===== config.mk =====
export PLATFORM = sky130hd
export DESIGN_NAME = c1541_sd_arbiter_flat
export DESIGN_NICKNAME = d
export VERILOG_FILES = /design/src/rtl/c1541_sd_arbiter_if.sv /design/src/rtl/c1541_sd_arbiter.sv /design/src/flat_wrapper.sv
export SDC_FILE = /design/constraint.sdc
export NUM_CORES = 1
export LEC_CHECK = 0
export CORE_AREA = 4 4 76 96
export DETAILED_ROUTE_END_ITERATION = 6
export DIE_AREA = 0 0 80 100
export PLACE_DENSITY_LB_ADDON = 0.3
export SLEW_MARGIN = 10
export SYNTH_ARGS = -nofsm -noshare
export SYNTH_HDL_FRONTEND = slang
export SYNTH_SLANG_ARGS = --single-unit

===== constraint.sdc =====
create_clock -name sd_clk -period 1.87 [get_ports sd_clk]
set_input_delay 0.187 -clock sd_clk [delete_from_list [all_inputs] [get_ports sd_clk]]
set_output_delay 0.187 -clock sd_clk [all_outputs]
set_load 0.03 [all_outputs]

===== src/rtl/c1541_sd_arbiter_if.sv =====
// ---------------------------------------------------------------------------
// c1541_sd_arbiter_if
//
// Bundles the requester-side and host-side signals of the SD sector channel
// arbiter so that both ends can be connected with a single port.
//
// Parameter:
//   NREQ          number of requesters (2..4)
//
// Signals:
//   req_lba       NREQ*32  sector address per requester (slice i = [32*i+31:32*i])
//   req_rd/wr     NREQ     read / write request levels
//   req_ack       NREQ     host ack routed to the current owner
//   req_err       NREQ     one-cycle timeout pulse to the owner
//   req_buff_wr   NREQ     host buffer write strobe routed to the owner
//   req_buff_din  NREQ*8   per-requester buffer read data
//   grant         NREQ     one-hot current owner, 0 when idle
//   busy          1        any grant active
//   sd_lba        32       latched LBA of the owner
//   sd_rd/sd_wr   1        host read / write strobes
//   sd_ack        1        host acknowledge
//   sd_buff_wr    1        host buffer write strobe
//   sd_buff_din   8        owner's buffer read data, 0 when idle
//
// Modports:
//   master        arbiter side (drives the host strobes and requester returns)
//   slave         environment side (requesters plus host block-I/O)
// ---------------------------------------------------------------------------
interface c1541_sd_arbiter_if #(
    parameter int NREQ = 2
);
    logic [NREQ*32-1:0] req_lba;
    logic [NREQ-1:0]    req_rd;
    logic [NREQ-1:0]    req_wr;
    logic [NREQ-1:0]    req_ack;
    logic [NREQ-1:0]    req_err;
    logic [NREQ-1:0]    req_buff_wr;
    logic [NREQ*8-1:0]  req_buff_din;
    logic [NREQ-1:0]    grant;
    logic               busy;
    logic [31:0]        sd_lba;
    logic               sd_rd;
    logic               sd_wr;
    logic               sd_ack;
    logic               sd_buff_wr;
    logic [7:0]         sd_buff_din;

    modport master (
        input  req_lba, req_rd, req_wr, req_buff_din, sd_ack, sd_buff_wr,
        output req_ack, req_err, req_buff_wr, grant, busy,
               sd_lba, sd_rd, sd_wr, sd_buff_din
    );

    modport slave (
        output req_lba, req_rd, req_wr, req_buff_din, sd_ack, sd_buff_wr,
        input  req_ack, req_err, req_buff_wr, grant, busy,
               sd_lba, sd_rd, sd_wr, sd_buff_din
    );
endinterface


===== src/rtl/c1541_sd_arbiter.sv =====
// ---------------------------------------------------------------------------
// c1541_sd_arbiter
//
// Shares the single host SD sector channel between NREQ track-buffer
// requesters. Grants round-robin, holds the grant for the whole ack window,
// and steers ack, buffer writes and read-back data to the owner only.
//
// Ports:
//   sd_clk   clock for all logic
//   reset    synchronous, active-high
//   bus      c1541_sd_arbiter_if.master (requester and host signals)
//
// Parameters:
//   NREQ     number of requesters (2..4)
//   TIMEOUT  sd_clk cycles allowed in ISSUE before giving up
//
// Optional feature:
//   C1541_SD_ARB_TIMEOUT_EN  when defined, an ISSUE watchdog drops the strobe
//                            after TIMEOUT cycles without ack, pulses
//                            req_err[owner] and releases the channel. When
//                            undefined, ISSUE waits indefinitely and req_err
//                            is constant 0.
// ---------------------------------------------------------------------------
module c1541_sd_arbiter #(
    parameter int          NREQ    = 2,
    parameter logic [23:0] TIMEOUT = 24'd12_000_000
) (
    input logic                 sd_clk,
    input logic                 reset,
    c1541_sd_arbiter_if.master  bus
);
    localparam int IW = (NREQ > 1) ? $clog2(NREQ) : 1;

    typedef enum logic [1:0] {IDLE, ISSUE, XFER, RELEASE} state_t;

    state_t          state_reg, state_next;
    logic [NREQ-1:0] grant_reg, grant_next;
    logic [IW-1:0]   owner_reg, owner_next;
    logic [IW-1:0]   rr_reg, rr_next;
    logic [31:0]     lba_reg, lba_next;
    logic            rd_reg, rd_next;
    logic            wr_reg, wr_next;

    logic [NREQ-1:0] cand;
    logic [31:0]     lba_arr [NREQ];
    logic [7:0]      din_arr [NREQ];
    logic            found;
    logic [IW-1:0]   pick;
    logic [IW-1:0]   idx;

`ifdef C1541_SD_ARB_TIMEOUT_EN
    logic [23:0]     cnt_reg, cnt_next;
    logic [NREQ-1:0] err_reg, err_next;
`endif

    // Per-requester slicing and owner-gated return paths.
    for (genvar gi = 0; gi < NREQ; gi++) begin : g_req
        assign cand[gi]            = bus.req_rd[gi] | bus.req_wr[gi];
        assign lba_arr[gi]         = bus.req_lba[32*gi +: 32];
        assign din_arr[gi]         = bus.req_buff_din[8*gi +: 8];
        assign bus.req_ack[gi]     = grant_reg[gi] & bus.sd_ack;
        assign bus.req_buff_wr[gi] = grant_reg[gi] & bus.sd_buff_wr;
    end

    assign bus.grant  = grant_reg;
    assign bus.busy   = |grant_reg;
    assign bus.sd_lba = lba_reg;
    assign bus.sd_rd  = rd_reg;
    assign bus.sd_wr  = wr_reg;
    // Pure mux so the requester's registered RAM read latency is unchanged.
    assign bus.sd_buff_din = (|grant_reg) ? din_arr[owner_reg] : 8'h00;

`ifdef C1541_SD_ARB_TIMEOUT_EN
    assign bus.req_err = err_reg;
`else
    assign bus.req_err = '0;
    // TIMEOUT only matters when the watchdog is compiled in.
    logic unused_timeout;
    assign unused_timeout = ^TIMEOUT;
`endif

    always_ff @(posedge sd_clk) begin
        if (reset) begin
            state_reg <= IDLE;
            grant_reg <= '0;
            owner_reg <= '0;
            rr_reg    <= IW'(NREQ - 1);
            lba_reg   <= '0;
            rd_reg    <= 1'b0;
            wr_reg    <= 1'b0;
`ifdef C1541_SD_ARB_TIMEOUT_EN
            cnt_reg   <= '0;
            err_reg   <= '0;
`endif
        end else begin
            state_reg <= state_next;
            grant_reg <= grant_next;
            owner_reg <= owner_next;
            rr_reg    <= rr_next;
            lba_reg   <= lba_next;
            rd_reg    <= rd_next;
            wr_reg    <= wr_next;
`ifdef C1541_SD_ARB_TIMEOUT_EN
            cnt_reg   <= cnt_next;
            err_reg   <= err_next;
`endif
        end
    end

    always_comb begin
        state_next = state_reg;
        grant_next = grant_reg;
        owner_next = owner_reg;
        rr_next    = rr_reg;
        lba_next   = lba_reg;
        rd_next    = rd_reg;
        wr_next    = wr_reg;
        found      = 1'b0;
        pick       = '0;
        idx        = '0;
`ifdef C1541_SD_ARB_TIMEOUT_EN
        cnt_next   = cnt_reg;
        err_next   = '0;
`endif

        // Round-robin scan beginning just after the last owner.
        for (int k = 0; k < NREQ; k++) begin
            idx = IW'((int'(rr_reg) + 1 + k) % NREQ);
            if (!found && cand[idx]) begin
                found = 1'b1;
                pick  = idx;
            end
        end

        case (state_reg)
            IDLE: begin
                // A stale ack (e.g. after reset mid-transfer) must fall first.
                if (!bus.sd_ack && found) begin
                    grant_next       = '0;
                    grant_next[pick] = 1'b1;
                    owner_next       = pick;
                    rr_next          = pick;
                    lba_next         = lba_arr[pick];
                    wr_next          = bus.req_wr[pick];
                    rd_next          = ~bus.req_wr[pick];
                    state_next       = ISSUE;
`ifdef C1541_SD_ARB_TIMEOUT_EN
                    cnt_next         = '0;
`endif
                end
            end
            ISSUE: begin
                if (bus.sd_ack) begin
                    rd_next    = 1'b0;
                    wr_next    = 1'b0;
                    state_next = XFER;
                end
`ifdef C1541_SD_ARB_TIMEOUT_EN
                else if (cnt_reg == TIMEOUT - 24'd1) begin
                    rd_next    = 1'b0;
                    wr_next    = 1'b0;
                    err_next   = grant_reg;
                    grant_next = '0;
                    state_next = RELEASE;
                end else begin
                    cnt_next = cnt_reg + 24'd1;
                end
`endif
            end
            XFER: begin
                if (!bus.sd_ack) begin
                    grant_next = '0;
                    state_next = RELEASE;
                end
            end
            RELEASE: begin
                state_next = IDLE;
            end
            default: begin
                state_next = IDLE;
            end
        endcase
    end
endmodule


===== src/flat_wrapper.sv =====
// flat-port wrapper written by rule: the top's interface ports become plain ports
module c1541_sd_arbiter_flat 
#(
    parameter int          NREQ    = 2,
    parameter logic [23:0] TIMEOUT = 24'd12_000_000
)
  (sd_clk, reset, bus_req_lba, bus_req_rd, bus_req_wr, bus_req_buff_din, bus_sd_ack, bus_sd_buff_wr, bus_req_ack, bus_req_err, bus_req_buff_wr, bus_grant, bus_busy, bus_sd_lba, bus_sd_rd, bus_sd_wr, bus_sd_buff_din);
  c1541_sd_arbiter_if #(.NREQ(NREQ)) bus_i ();
  input logic sd_clk;
  input logic reset;
  input wire logic [$bits(bus_i.req_lba)-1:0] bus_req_lba;
  input wire logic [$bits(bus_i.req_rd)-1:0] bus_req_rd;
  input wire logic [$bits(bus_i.req_wr)-1:0] bus_req_wr;
  input wire logic [$bits(bus_i.req_buff_din)-1:0] bus_req_buff_din;
  input wire logic [$bits(bus_i.sd_ack)-1:0] bus_sd_ack;
  input wire logic [$bits(bus_i.sd_buff_wr)-1:0] bus_sd_buff_wr;
  output wire logic [$bits(bus_i.req_ack)-1:0] bus_req_ack;
  output wire logic [$bits(bus_i.req_err)-1:0] bus_req_err;
  output wire logic [$bits(bus_i.req_buff_wr)-1:0] bus_req_buff_wr;
  output wire logic [$bits(bus_i.grant)-1:0] bus_grant;
  output wire logic [$bits(bus_i.busy)-1:0] bus_busy;
  output wire logic [$bits(bus_i.sd_lba)-1:0] bus_sd_lba;
  output wire logic [$bits(bus_i.sd_rd)-1:0] bus_sd_rd;
  output wire logic [$bits(bus_i.sd_wr)-1:0] bus_sd_wr;
  output wire logic [$bits(bus_i.sd_buff_din)-1:0] bus_sd_buff_din;
  assign bus_i.req_lba = bus_req_lba;
  assign bus_i.req_rd = bus_req_rd;
  assign bus_i.req_wr = bus_req_wr;
  assign bus_i.req_buff_din = bus_req_buff_din;
  assign bus_i.sd_ack = bus_sd_ack;
  assign bus_i.sd_buff_wr = bus_sd_buff_wr;
  assign bus_req_ack = bus_i.req_ack;
  assign bus_req_err = bus_i.req_err;
  assign bus_req_buff_wr = bus_i.req_buff_wr;
  assign bus_grant = bus_i.grant;
  assign bus_busy = bus_i.busy;
  assign bus_sd_lba = bus_i.sd_lba;
  assign bus_sd_rd = bus_i.sd_rd;
  assign bus_sd_wr = bus_i.sd_wr;
  assign bus_sd_buff_din = bus_i.sd_buff_din;
  c1541_sd_arbiter #(.NREQ(NREQ), .TIMEOUT(TIMEOUT)) u_core (.sd_clk(sd_clk), .reset(reset), .bus(bus_i));
endmodule

==> results of run 1 <==
## synthesized netlist by cell type
cell,number
sky130_fd_sc_hd__dfxtp_1,40
sky130_fd_sc_hd__o21ai_0,35
sky130_fd_sc_hd__nand3_1,34
sky130_fd_sc_hd__a21oi_1,33
sky130_fd_sc_hd__a311oi_1,32
sky130_fd_sc_hd__clkbuf_1,22
sky130_fd_sc_hd__nor2_1,14
sky130_fd_sc_hd__mux2i_1,12
sky130_fd_sc_hd__buf_2,6
sky130_fd_sc_hd__nand2b_1,6
sky130_fd_sc_hd__and2_1,4
sky130_fd_sc_hd__ha_1,4
sky130_fd_sc_hd__inv_1,4
sky130_fd_sc_hd__buf_4,2
sky130_fd_sc_hd__or4_1,2
sky130_fd_sc_hd__a211oi_1,1
sky130_fd_sc_hd__a21boi_0,1
sky130_fd_sc_hd__a22o_1,1
sky130_fd_sc_hd__a2bb2oi_1,1
sky130_fd_sc_hd__a311oi_2,1
sky130_fd_sc_hd__and3b_1,1
sky130_fd_sc_hd__buf_1,1
sky130_fd_sc_hd__conb_1,1
sky130_fd_sc_hd__mux2_2,1
sky130_fd_sc_hd__nand3b_1,1
sky130_fd_sc_hd__nor2b_1,1
sky130_fd_sc_hd__nor4_1,1
sky130_fd_sc_hd__nor4_2,1
sky130_fd_sc_hd__o21a_1,1
sky130_fd_sc_hd__o21ai_1,1
sky130_fd_sc_hd__o21bai_1,1
sky130_fd_sc_hd__o2bb2ai_1,1
sky130_fd_sc_hd__o32a_1,1
sky130_fd_sc_hd__or2_2,1
## worst max-delay path: stages
cell,delay (ns)
sky130_fd_sc_hd__clkdlybuf4s50_1,0.57
sky130_fd_sc_hd__and2_1,0.15
sky130_fd_sc_hd__clkdlybuf4s50_1,0.66
## power groups by stage
stage | Clock [uW] | Combinational, uW | Sequential, uW
2_1_floorplan | 0 | 1110 | 1690
3_3_place_gp | 0 | 2620 | 1270
3_5_place_dp | 0 | 2660 | 1270
4_1_cts | 716 | 2650 | 1260
5_1_grt | 745 | 2820 | 1290
6_report | 696 | 2620 | 1260
## routing by layer
metal / up-vias / part of all wire (%) / global-route usage [%]
met5: - / 0 / 0
met4: 0 / 0.93 / 5.85
met3: 4 / 8.8 / 5.30
met1: 1233 / 40 / 20.6
met2: 104 / 50 / 34.1
li1: 1277 / - / -
## timing repair
action	CTS	global route
endpoints found under the hold margin	0	0
setup endpoints to repair	9	4
pin swaps	0	0
gates resized for setup	6	4
hold buffers	0	0
## area by class of cell
class                           count  area (um^2)
Fill cell                         614         2570
Sequential cell                    40          801
Tap cell                           87          109
Clock buffer                        6         72.6
Timing Repair Buffer              154         1580
Multi-Input combinational cell    195         1260
Clock inverter                      2         35.0
Inverter                            4         15.0
## per-stage QoR
stage / cells / hold slack [ns] / total power (uW) / TNS, ns / worst slack, ns
after floorplan: 270 / 0.361 / 2800 / 0 / 0.307
after global placement: 480 / 0.461 / 3880 / 0 / 0.00579
after detailed placement: 480 / 0.451 / 3930 / -0.162 / -0.0276
after CTS: 488 / 0.472 / 4630 / 0 / 0.00450
after global routing: 488 / 0.482 / 4860 / 0 / 0.0373
final: 488 / 0.472 / 4580 / 0 / 0.113
## path summary, 6_finish.rpt
kind / to / depth (start not counted)
setup / recovery: bus_req_ack[1] / 3
hold / removal: u_core.bus.sd_rd / 1
hold reg to reg: u_core.bus.sd_rd / 1
setup reg to reg: u_core.bus.sd_lba[16] / 6
## cells by family after synthesis
logic type	Yosys count	synth area share, %
fa+ha+maj	4	2.29
other cells	1	0.171
compound gates	110	32.3
buf+inv	35	6.69
flops	40	36.6
mux	13	6.01
simple gates	66	15.9
==> out/results.txt, run 1 <==
outcome = completed
GPL Wtd Cong = 0.791
maximum resistive drop on vdd = 0.552 mV
syn avg cell area = 8.13 um^2
clock transition at the register clock pins on the worst setup and hold paths after CTS = 0.08 ns
via count of the first global-routing pass = 2,508
count of buffers from port buffering = 136
post-detail-place hpwl = 5.60 mm
routed len/inst = 16.1 um
clock buffers created by TritonCTS = 5
proportion of synthesized chip area in sequential cells = 36.6%
Cell Rows = 33
Top Ports = 139
H-Tree Level Count = 2
maximum number of pins on one net before global-route repair = 44
biggest area consumer among synthesized cells = sky130_fd_sc_hd__dfxtp_1
Clock Sink Count = 40
Die Width = 80 um
Hold Vio Cnt, Final = 0
count of synthesis-stage warnings from yosys = 0
maximum root-to-sink buffer count = 2
Ant. Diodes = 0
1st-iter DRT viols = 124
number of antenna-violating nets in the routed design = 0
height of the die = 100 um
area post-placement = 3750 um^2
final clock period utilization by the worst path = 94.0%
number of search-and-repair iterations in the first detailed-routing pass = 4
via count = 2,618
crit start category = input port
worst min-delay path class = flop to flop
leftover overflow at the end of global routing = 0
DRC violations left = 0
highest achievable clock rate = 569 MHz
start point of the critical path = bus_sd_ack
initial core utilization = 34.0%
startpoint of the worst hold path = u_core.bus.sd_rd
flop-to-flop setup slack = 0.24 ns
data arrival time of the worst path = 1.57 ns
endpoint required time on the critical path = 1.68 ns
power density cells = 1180 nW/um^2
Post-Synthesis Cells = 269
net switching power = 1920 uW
number of antenna violations at the first check in global routing = 0
fraction of power consumed by sequential logic = 27.6%
part of the power in combinational logic = 57.3%
top fanout value on the critical path = 6
number of nets in the final layout = 492
fraction of post-synthesis cell area in the top cell type by area = 36.6%
unique cell type count in the Yosys netlist = 34
area of all placed cells without fillers = 3870 um^2
leakage power figure = 0.00144 uW
clock latency on the worst-skew pair = 0.29 ns
Vias per Instance = 5.36
global-route usage over all layers = 18.7%
post-layout util = 60.1%
relative area change from synthesis to final layout = 77.0%
net switching share of the total power = 41.9%
post-CTS repair timing setup buffer count = 0
CTS root buffer = sky130_fd_sc_hd__clkbuf_8
Crit Path Class = input port to output pin
share of layout cells above drive strength 1 = 8.48%
max-slew violations = 0
most common library cell in the layout ignoring fill and taps = sky130_fd_sc_hd__clkdlybuf4s50_1
Setup-failing EPs final = 0
netlist area before placement = 2190 um^2
most used cells in the layout excluding fill and tap cells = sky130_fd_sc_hd__clkdlybuf4s50_1, sky130_fd_sc_hd__dfxtp_1, sky130_fd_sc_hd__o21ai_0
internal portion of total power = 2660 uW
endpoint type of the worst setup path = output pin
Layout Skew = 0.00602 ns
wire length after detailed routing = 7.85 mm
max cap viols = 0
setup repair after global routing missed its margin = no
CTS tree = yes
Largest register FFs = 32
final period demand of the worst path = 1.76 ns
top post-synthesis cells by area = sky130_fd_sc_hd__dfxtp_1, sky130_fd_sc_hd__a311oi_1, sky130_fd_sc_hd__o21ai_0, sky130_fd_sc_hd__nand3_1, sky130_fd_sc_hd__a21oi_1
number of register bits inferred by synthesis = 40
clock share of power = 15.2%
Total Die Area = 8000 um^2
reg-to-reg startpoint = u_core.state_reg[0]
first-pass GRT wire length = 12.0 mm
placeable core area = 6440 um^2
Note: power is estimated with default switching activity, not from simulation.
==> run 2, diff against run 1 <==
--- a/config.mk
+++ b/config.mk
@@ -5,9 +5,10 @@
 export SDC_FILE = /design/constraint.sdc
 export NUM_CORES = 1
 export LEC_CHECK = 0
-export CORE_AREA = 4 4 76 96
+export CORE_AREA = 2 2 74 94
 export DETAILED_ROUTE_END_ITERATION = 6
-export DIE_AREA = 0 0 80 100
+export DIE_AREA = 0 0 76 96
+export GPL_TIMING_DRIVEN = 0
 export PLACE_DENSITY_LB_ADDON = 0.3
 export SLEW_MARGIN = 10
 export SYNTH_ARGS = -nofsm -noshare
==> out/results.txt, run 2 (synthesis gave the netlist of run 1 again) <==
first-pass GRT wire length = 12.2 mm (+1.7%)
clock buffers created by TritonCTS = 5 (unchanged)
number of antenna-violating nets in the routed design = 0 (unchanged)
clock transition at the register clock pins on the worst setup and hold paths after CTS = 0.07 ns (about the same)
Cell Chain, Critical Path = clkdlybuf4s50_1 > and2_1 > clkdlybuf4s50_1
DRC violations left = 0 (unchanged)
number of inserted filler cells in the final layout = 587 (-4.4%)
most used cells in the layout excluding fill and tap cells = sky130_fd_sc_hd__clkdlybuf4s50_1, sky130_fd_sc_hd__dfxtp_1, sky130_fd_sc_hd__o21ai_0
Clock Sink Count = 40 (unchanged)
height of the die = 96 um (-4.0%)
Setup-failing EPs final = 0 (unchanged)
wire length after detailed routing = 7.70 mm (-2.0%)
Layout Skew = 0.00719 ns (+0.00117 ns)
relative area change from synthesis to final layout = 74.3%
1st-iter DRT viols = 154 (+24%)
filler-free cell count of the finished design = 499 (+2.3%)
endpoint required time on the critical path = 1.68 ns (about the same)
endpoint type of the worst setup path = output pin
clock latency on the worst-skew pair = 0.29 ns (about the same)
data arrival time of the worst path = 1.61 ns (+0.04 ns)
GPL Wtd Cong = 0.779 (-1.6%)
CTS root buffer = sky130_fd_sc_hd__clkbuf_8
number of nets in the final layout = 504 (+2.4%)
placed cell count = 493 (+2.7%)
via count of the first global-routing pass = 2,563 (+2.2%)
cell mode on critical path = sky130_fd_sc_hd__clkdlybuf4s50_1
final period demand of the worst path = 1.80 ns (+0.0424 ns)
highest achievable clock rate = 556 MHz (-2.4%)
most common library cell in the layout ignoring fill and taps = sky130_fd_sc_hd__clkdlybuf4s50_1
crit path buf inv count = 2 (unchanged)
outcome = completed
placeable core area = 6400 um^2 (-0.64%)
Crit Path Class = input port to output pin
Hold Vio Cnt, Final = 0 (unchanged)
count of hold-fix buffers inserted at cts = 0 (unchanged)
H-Tree Level Count = 2 (unchanged)
slowest stage cell on the critical path = sky130_fd_sc_hd__clkdlybuf4s50_1
maximum resistive drop on vdd = 0.536 mV (-2.9%)
post-layout util = 59.6% (-0.55 points)
Total Die Area = 7300 um^2 (-8.8%)
routed len/inst = 15.4 um (-4.1%)
maximum number of pins on one net before global-route repair = 12 (-73%)
largest stage delay on the critical path = 0.67 ns (about the same)
share of layout cells above drive strength 1 = 8.50% (+0.016 points)
max cap viols = 0 (unchanged)
number of antenna violations at the first check in global routing = 0 (unchanged)
number of search-and-repair iterations in the first detailed-routing pass = 4 (unchanged)
leakage power figure = 0.00140 uW (-2.3%)
setup repair after global routing missed its margin = no
global-route usage over all layers = 20.5% (+1.8 points)
power density cells = 1170 nW/um^2 (-0.82%)
crit start category = input port
Top Ports = 139 (unchanged)
initial core utilization = 34.2% (+0.22 points)
Die Width = 76 um (-5.0%)
CTS tree = yes
family of cells with the greatest summed delay on the critical path = buffers and inverters
final clock period utilization by the worst path = 96.2% (+2.3 points)
count of buffers from port buffering = 136 (unchanged)
post-CTS repair timing setup buffer count = 0 (unchanged)
Ant. Diodes = 0 (unchanged)
max-slew violations = 0 (unchanged)
worst min-delay path class = input port to flop
post-detail-place hpwl = 5.65 mm (+0.86%)
Cell Rows = 33 (unchanged)
Vias per Instance = 5.32 (-0.82%)
leftover overflow at the end of global routing = 0 (unchanged)
maximum root-to-sink buffer count = 2 (unchanged)
via count = 2,655 (+1.4%)
Largest register FFs = 32 (unchanged)
top fanout value on the critical path = 8 (+2)
[run 2: cell types whose count changed in the layout (fill, tap and decap cells not counted), sizes merged]
cell	before	now
clkbuf	6	29
clkinv	1	0
clkdlybuf4s50	128	127
buf	18	8
bufinv	1	0
dlygate4sd2	4	5
[run 2: per-stage QoR]
stage / hold slack, ns / TNS (ns) / power, uW / area [um^2] / setup WS [ns]
after floorplan: 0.361 / 0 / 2800 / 2190 / 0.307
after global placement: 0.458 / -6.07 / 3800 / 3660 / -0.205
after detailed placement: 0.473 / -7.38 / 3840 / 3660 / -0.310
after CTS: 0.472 / 0 / 4460 / 3760 / 0.00526
after global routing: 0.469 / 0 / 4750 / 3810 / 0.000444
final: 0.450 / 0 / 4470 / 3810 / 0.0702
[run 2: path summary, 6_finish.rpt]
path	start	slack, ns	to	depth (start not counted)
worst max-delay path	bus_sd_ack	0.07	bus_req_ack[0]	3
worst min-delay path	bus_req_wr[0]	0.45	u_core.bus.sd_rd	3
worst max register to register	u_core.state_reg[0]	0.13	u_core.bus.sd_lba[8]	7
worst min register to register	u_core.bus.sd_wr	0.49	u_core.bus.sd_wr	1
[run 2: cell type report]
| class | count | area, um^2 | share of cell area [%] |
|---|---|---|---|
| inverter | 4 | 15.0 | 0.394 |
| buffer | 30 | 146 | 3.84 |
| timing repair buffer | 136 | 1370 | 35.8 |
| sequential | 40 | 802 | 21.0 |
| tap | 87 | 109 | 2.86 |
| multi-input combinational | 195 | 1280 | 33.5 |
| clock buffer | 7 | 96.3 | 2.53 |
[run 2: power breakdown]
group	switching (uW)	internal (uW)	leakage (uW)
Sequential	163	1110	0.000331
Combinational	1460	1110	0.00102
Clock	299	329	0.0000503
[run 2: what timing repair did]
| item | CTS | global route |
|---|---|---|
| setup endpoints to repair | 38 | 34 |
| endpoints found under the hold margin | 0 | 0 |
| gates resized for setup | 11 | 26 |
| pin swaps | 0 | 0 |
[run 2: worst min-delay path, delay by kind of cell]
kind | cells | cell delay, ns
AO/OA/AOI/OAI | 2 | 0.31
buffers and inverters | 1 | 0.20
[run 2: layer usage]
| metal | vias to the layer above | global-route usage, % | share of wire (%) | routed length, um |
|---|---|---|---|---|
| met2 | 118 | 38.5 | 51 | 3940 |
| met1 | 1230 | 23.0 | 40 | 3090 |
| li1 | 1301 | - | - | - |
| met3 | 6 | 5.07 | 7.6 | 583 |
| met5 | - | 0 | 0 | 0 |
| met4 | 0 | 6.67 | 1.1 | 85 |
